===== src/rtl/emu_step_transactor.sv =====
// emu_step_transactor: host-driven stimulus/capture transactor with burst clock-enable stepping
module emu_step_transactor #(
    parameter int NUM_STIM = 3,
    parameter int NUM_OUT  = 5,
    parameter int ADDR_W   = 3
) (
    input  logic                  clk_emu,
    input  logic                  rst_emu_n,
    input  logic [7:0]            Din_emu,
    input  logic [ADDR_W-1:0]     Addr_emu,
    input  logic                  wr_emu,
    input  logic                  rd_emu,
    input  logic                  load_emu,
    input  logic                  get_emu,
    input  logic                  run_emu,
    output logic [7:0]            Dout_emu,
    output logic [NUM_STIM*8-1:0] stim_vec,
    input  logic [NUM_OUT*8-1:0]  dut_out,
    output logic                  dut_ce,
    output logic                  busy
);
    localparam int DEPTH = 1 << ADDR_W;
    localparam logic [ADDR_W:0] STIM_LIM = (ADDR_W+1)'(NUM_STIM);
    localparam logic [ADDR_W:0] OUT_LIM  = (ADDR_W+1)'(NUM_OUT);
    typedef enum logic [1:0] {IDLE, RUN, CAP} state_t;
    state_t          state;
    logic [7:0]      cnt;
    logic            done;
    logic            ovf;
    logic [7:0]      stim_sh [DEPTH];
    logic [7:0]      cap [DEPTH];
    logic [ADDR_W:0] addr_x;
    logic            stat_rd;
    logic            any_cmd;
    assign addr_x  = {1'b0, Addr_emu};
    assign stat_rd = rd_emu && addr_x == OUT_LIM;
    assign any_cmd = load_emu | get_emu | run_emu;
    assign busy    = state != IDLE;
    // Host side: shadow writes and registered read-back mux
    always_ff @(posedge clk_emu or negedge rst_emu_n) begin
        if (!rst_emu_n) begin
            for (int i = 0; i < DEPTH; i++) stim_sh[i] <= '0;
            Dout_emu <= '0;
        end else begin
            if (wr_emu && addr_x < STIM_LIM) stim_sh[Addr_emu] <= Din_emu;
            if (rd_emu) Dout_emu <= addr_x < OUT_LIM ? cap[Addr_emu] : stat_rd ? {5'b0, ovf, done, busy} : 8'h00;
        end
    end
    // Burst FSM: command dispatch, clock-enable gating, auto-capture and sticky status
    always_ff @(posedge clk_emu or negedge rst_emu_n) begin
        if (!rst_emu_n) begin
            state    <= IDLE;
            cnt      <= '0;
            dut_ce   <= 1'b0;
            stim_vec <= '0;
            done     <= 1'b0;
            ovf      <= 1'b0;
            for (int i = 0; i < DEPTH; i++) cap[i] <= '0;
        end else begin
            if (stat_rd) begin
                done <= 1'b0;
                ovf  <= 1'b0;
            end
            if (busy && any_cmd) ovf <= 1'b1;
            case (state)
                IDLE: begin
                    if (load_emu) begin
                        for (int k = 0; k < NUM_STIM; k++) stim_vec[8*k +: 8] <= stim_sh[k];
                    end else if (get_emu) begin
                        for (int k = 0; k < NUM_OUT; k++) cap[k] <= dut_out[8*k +: 8];
                    end else if (run_emu) begin
                        cnt    <= Din_emu;
                        dut_ce <= 1'b1;
                        state  <= RUN;
                    end
                end
                RUN: begin
                    if (cnt == 8'd0) begin
                        dut_ce <= 1'b0;
                        state  <= CAP;
                    end else begin
                        cnt <= cnt - 8'd1;
                    end
                end
                CAP: begin
                    for (int k = 0; k < NUM_OUT; k++) cap[k] <= dut_out[8*k +: 8];
                    done  <= 1'b1;
                    state <= IDLE;
                end
                default: state <= IDLE;
            endcase
        end
    end
endmodule


===== config.mk =====
export PLATFORM = sky130hd
export DESIGN_NAME = emu_step_transactor
export DESIGN_NICKNAME = d
export VERILOG_FILES = /design/src/rtl/emu_step_transactor.sv
export SDC_FILE = /design/constraint.sdc
export NUM_CORES = 1
export LEC_CHECK = 0
export CORE_UTILIZATION = 57
export DETAILED_ROUTE_END_ITERATION = 16
export DONT_BUFFER_PORTS = 1
export PLACE_DENSITY = 0.82
export SYNTH_ARGS = -nofsm -noshare
export SYNTH_HDL_FRONTEND = slang
export SYNTH_SLANG_ARGS = --single-unit

===== constraint.sdc =====
create_clock -name clk_emu -period 1.9 [get_ports clk_emu]
set_input_delay 0.095 -clock clk_emu [delete_from_list [all_inputs] [get_ports clk_emu]]
set_output_delay 0.095 -clock clk_emu [all_outputs]
set_load 0.02 [all_outputs]

After elaboration in Yosys (flattened, before gate mapping)
Index checks and enable logic that the tools add are counted.

$add $sub $neg: 1. Multipliers: 0. Div/mod/pow operators: 0. Magnitude comparators: 4. Equal/unequal tests: 9. Shift-type cells: 0. Muxes and demuxes: 29. Bitwise logic cells: 3. Reductions and logical operators: 16.

Operators with widths (number): 40-bit two-way mux (2); 40-bit case mux with 2 select lines (1); 64-bit bitwise mux (1); 8-bit two-way mux (8); 8-bit binary-select mux with 3-bit select (1); 8-bit demux with 3-bit select (1); 8-bit case mux with 2 select lines (1); 2-bit inequality test, second input constant (6); 5-bit AND reduction (2); 2-bit nonzero test (5); 8-bit zero test (1); 2-bit two-way mux (4); 8-bit by 1-bit subtractor with 8-bit output, second input constant (1); 1-bit two-way mux (7); 4-bit >= comparator, second input constant (1); 1-bit logical AND (4); 4-bit by 1-bit < comparator with 1-bit output, second input constant (1); 3-bit inverter with 4-bit output (1); 2-bit case mux with 2 select lines (1); 4-bit AND reduction (1); 3-bit equality test, second input constant (1); 3-bit by 2-bit < comparator with 1-bit output, second input constant (1); 3-bit < comparator, second input constant (1); 3-bit two-way mux (1); 7 further kinds (8).

Bits in registers: 149. Latch bits: 0. Memory bits (writable): 0. Bits in read-only memories: 0. Input bits: 58. Output and inout bits: 34. Logic and storage cells: 82. Memories kept: 0.

Logic depth before layout (Yosys ltp)
Depth after elaboration: 6. Mapped depth: 7. Mapped depth without buffers: 6.

Worst setup path after synthesis
OpenSTA, ideal clock, no wires.

Path kind: register to register. Start: register cnt[0]. End: register cnt[1]. Setup time: 0.079 ns. Arrival: 1.779 ns. Required time: 1.821 ns. Slack: 0.042 ns. Stages on the path, launching flop included: 8. Buffers on the path: 1. Period minus slack after synthesis: 1.858 ns. Path through: dfrtp_1 -> inv_1 -> ha_1 -> or3b_1 -> nor4_4 -> or2_1 -> buf_6 -> mux2i_1.

Longest elaborated chain between the ends: 3. Elaborated cells on any way between the ends: 6. Those cells by class: add/sub (1); eq/ne (1); mux (2); reduce/logical (2).

Ends and longest elaborated chain: start, declared (line 27) `logic [7:0] cnt;`; start signal, assigned (line 72) `cnt <= Din_emu;`; start signal, assigned (line 82) `cnt <= cnt - 8'd1;`; 8-bit by 1-bit subtractor with 8-bit output or 8-bit zero test (tied branches) (line 82, 78); 8-bit two-way mux or 2-bit inequality test (tied branches); 8-bit case mux with 2 select lines or 5-bit AND reduction (tied branches).

Several ways; a longest one is shown, not always the timed one. The select of a mux whose other input is x is not followed. A chain may end at the register's enable or synchronous reset.

Final worst setup path
Start: register cnt[1]. End: register cnt[0].

Longest elaborated chain between the ends: 3.

Ends and longest elaborated chain: 8-bit zero test (line 78) `if (cnt == 8'd0) begin`; 2-bit inequality test (no line); 5-bit AND reduction (no line).

No other way between the ends.

==> results.yml <==
status:
  status: "complete, but fails checks"
  violations: "hold timing"
synthesis:
  syn-num-nets: 409
  yosysWarningCount: 24
  netlist_instances: 350
  synth_edf_count: 0
  synthArstFlopShare: 1.00
  avgSynthCellArea_sq_um: 13.3
  synth_top_area_share: 0.584
  post-synth-top-count-cell: "dfrtp_1"
  synth.distinct_cells: 42
  synth_top_area_cell: "dfrtp_1"
  postSynthRegisterBits: 109
  yosys-top-cells-count: "dfrtp_1 (109), mux2_2 (91), a21oi_1 (16), o21ai_0 (15), nor2_1 (14)"
  ys_seq_area_frac: 0.584
  ys_top_cells_by_area: "dfrtp_1 (58%), mux2_2 (22%), a21oi_1 (1.7%)"
  syn_area_sq_mm: 0.00467
  synthFlopType: "dfrtp_1"
route:
  vias: 3149
  initialDrtViolationCount: 183
  ant_nets: 0
  vias_per_cell: 6.01
  wl_per_cell_microns: 20.2
  drc_errors: 0
  firstDrtPassIters: 4
  routed_wirelength_microns: 10600
cells_and_area:
  finalNonFillerCells: 524
  nets: 475
  fin_area_sq_mm: 0.00567
  multi_input_area_sq_mm: 0.00187
  drive_above_1_share: 0.325
  nFillCells: 500
  final-seq-area_sq_mm: 0.00273
  area_growth_pct: 21.6
timing:
  timing.fmax_ghz: 0.537
  fin_ws_ns: 0.0374
  finalHoldViolCount: 109
  drv_slew: 0
  fin_crit_ns: 1.86
  slew_headroom: 0.527
  whs_ns: -0.604
  timing.final.crit_share: 0.980
  rsz0062_at_grt: "true"
  finalSetupViolCount: 0
  worst_pin_slew_ns: 0.705
  fin_tns_setup_ns: 0
  skew_ns: 0.0135
critical_path:
  worstSetupEndpointType: "flip-flop"
  critPathMaxFanout: 5
  crit_chain: "inv_2 > ha_4 > or3b_4 > nor4_4 > buf_4 > nor3_4 > o22a_1"
  slowest_stage: "dfrtp_1"
  cp_slowest_stage_delay_ns: 0.41
  cp-start-kind: "flip-flop"
  crit_family: "simple AND/OR/NAND/NOR gates"
  worstSetupPathType: "flip-flop to flip-flop"
  cp.required_ns: 2.16
  timing.critical_path.arrival_ns: 2.13
  crit_buf_inv: 2
cts:
  cts_made_buffers: 9
  cts_hold_buf: 57
  cts.sinks: 109
  path_clk_slew_ns: 0.11
  tritoncts: "done"
  cts_htree_levels: 3
  clock_latency_ns: 0.38
  clk_path_buf_depth: 2
  cts_root_buffer: "clkbuf_8"
grt:
  grt_pass1_vias: 3306
  antenna_found_initial: 1
  grt.total_usage: 0.263
  grt_pass1_wl_microns: 16900
  gr-total-overflow: 0
  grt_max_degree: 110
power_and_ir_drop:
  power_frac_seq: 0.545
  power_density_mw_per_mm2: 1410
  clkPwrFrac: 0.174
  p_int_mw: 5.13
  ir_drop_mv: 0.753
  pwr-share-comb: 0.281
  switching_share: 0.357
  p_leak_nw: 2.39
  switchingPower_mw: 2.85
job:
  cap_violations: 0
placed_design:
  postPlaceCellArea_sq_mm: 0.00482
  gp_congestion: 0.781
  pre_cts_ws_ns: -0.0300
  portBuffers: 0
  dp.cells: 444
  dp_hpwl_microns: 6230
floorplan:
  num_rows: 32
  io_pins: 92
  die_w_microns: 92.5
  initial_core_util: 0.598
  die-area_sq_mm: 0.00855
  core_sq_mm: 0.00781
  die_h_microns: 92.5
min_path:
  worstHoldPathType: "input pin to async pin"
==> per-stage QoR <==
| stage | util | total power, mW |
|---|---|---|
| finish | 0.727 | 7.98 |
| global route | 0.727 | 8.43 |
| CTS | 0.720 | 7.84 |
| detailed placement | 0.617 | 6.30 |
| global placement | 0.617 | 6.12 |
| floorplan | - | 5.77 |
==> kinds of logic (layout without fill, tap and decap cells) <==
group,after synthesis,after routing,share of synthesized area
flops,109,109,0.584
mux,97,97,0.232
compound gates,65,65,0.0901
simple gates,52,52,0.0662
buf+inv,26,97,0.0241
fa+ha+maj,1,1,0.00268
other cells,0,1,0
==> layout by cell type, fill, tap and decap left out, drive strengths merged, types with 2 or more instances in the layout <==
master,n
a22oi,6
a31oi,2
o21a,4
nor2b,7
o221ai,3
a22o,4
nand3,2
nand2,6
dfrtp,109
dlygate4sd3,57
clkinv,4
o22ai,2
mux2i,6
a222oi,2
a21oi,16
mux2,91
nor3b,3
o31ai,3
o21ai,17
clkbuf,9
buf,15
nor3,6
nor4,4
nand2b,2
inv,12
nor2,14
a31o,2
a21boi,2
==> timing repair <==
action | CTS | global route
hold endpoints to repair | 192 | 109
gates resized for setup | 3 | 8
pin swaps | 0 | 4
setup endpoints to repair | 6 | 5
buffers inserted | 3 | 3
==> per-layer routing <==
layer / routed length (microns) / vias to the layer above / GRT usage
met4: 248 / 0 / 0.105
met5: 0 / - / 0
met1: 4240 / 1610 / 0.328
met2: 5480 / 108 / 0.445
li1: - / 1407 / -
met3: 593 / 24 / 0.0575
==> flip-flops by register name, indices dropped and copies added (netlist names) <==
| register | count |
|---|---|
| Dout_emu | 8 |
| stim_vec | 24 |
| state | 2 |
| cnt | 8 |
| cap | 40 |
| ovf | 1 |
| done | 1 |
| dut_ce | 1 |
| stim_sh | 24 |
==> worst paths after layout <==
kind                                   from      endpoint  slack [ns]  cells past startpoint
worst max-delay path                 cnt[1]        cnt[0]        0.04                      7
worst min-delay path              rst_emu_n       cap[36]       -0.60                      0
worst max register to register       cnt[1]        cnt[0]        0.04                      7
worst min register to register          ovf           ovf        0.51                      2
max in group asynchronous         rst_emu_n  stim_vec[14]        2.31                      0
min in group clk_emu            Addr_emu[0]   Dout_emu[2]        0.01                      2
==> layout make-up <==
| type | count | area share |
|---|---|---|
| diodes | 1 | 0.000441 |
| clock buffers | 9 | 0.0218 |
| clock inverters | 7 | 0.0139 |
| inverters | 9 | 0.00595 |
| multi-input cells | 215 | 0.330 |
| flip-flops and latches | 109 | 0.481 |
| well taps | 102 | 0.0225 |
| repair buffers | 72 | 0.125 |
==> power groups by stage <==
stage	logic (mW)	registers, mW	clock network [mW]
final	2.24	4.35	1.39
after global routing	2.45	4.47	1.51
after detailed placement	1.93	4.37	0
after floorplan	1.63	4.14	0
after global placement	1.83	4.29	0
after CTS	2.11	4.31	1.42
Power figures use the tool's default switching activity.
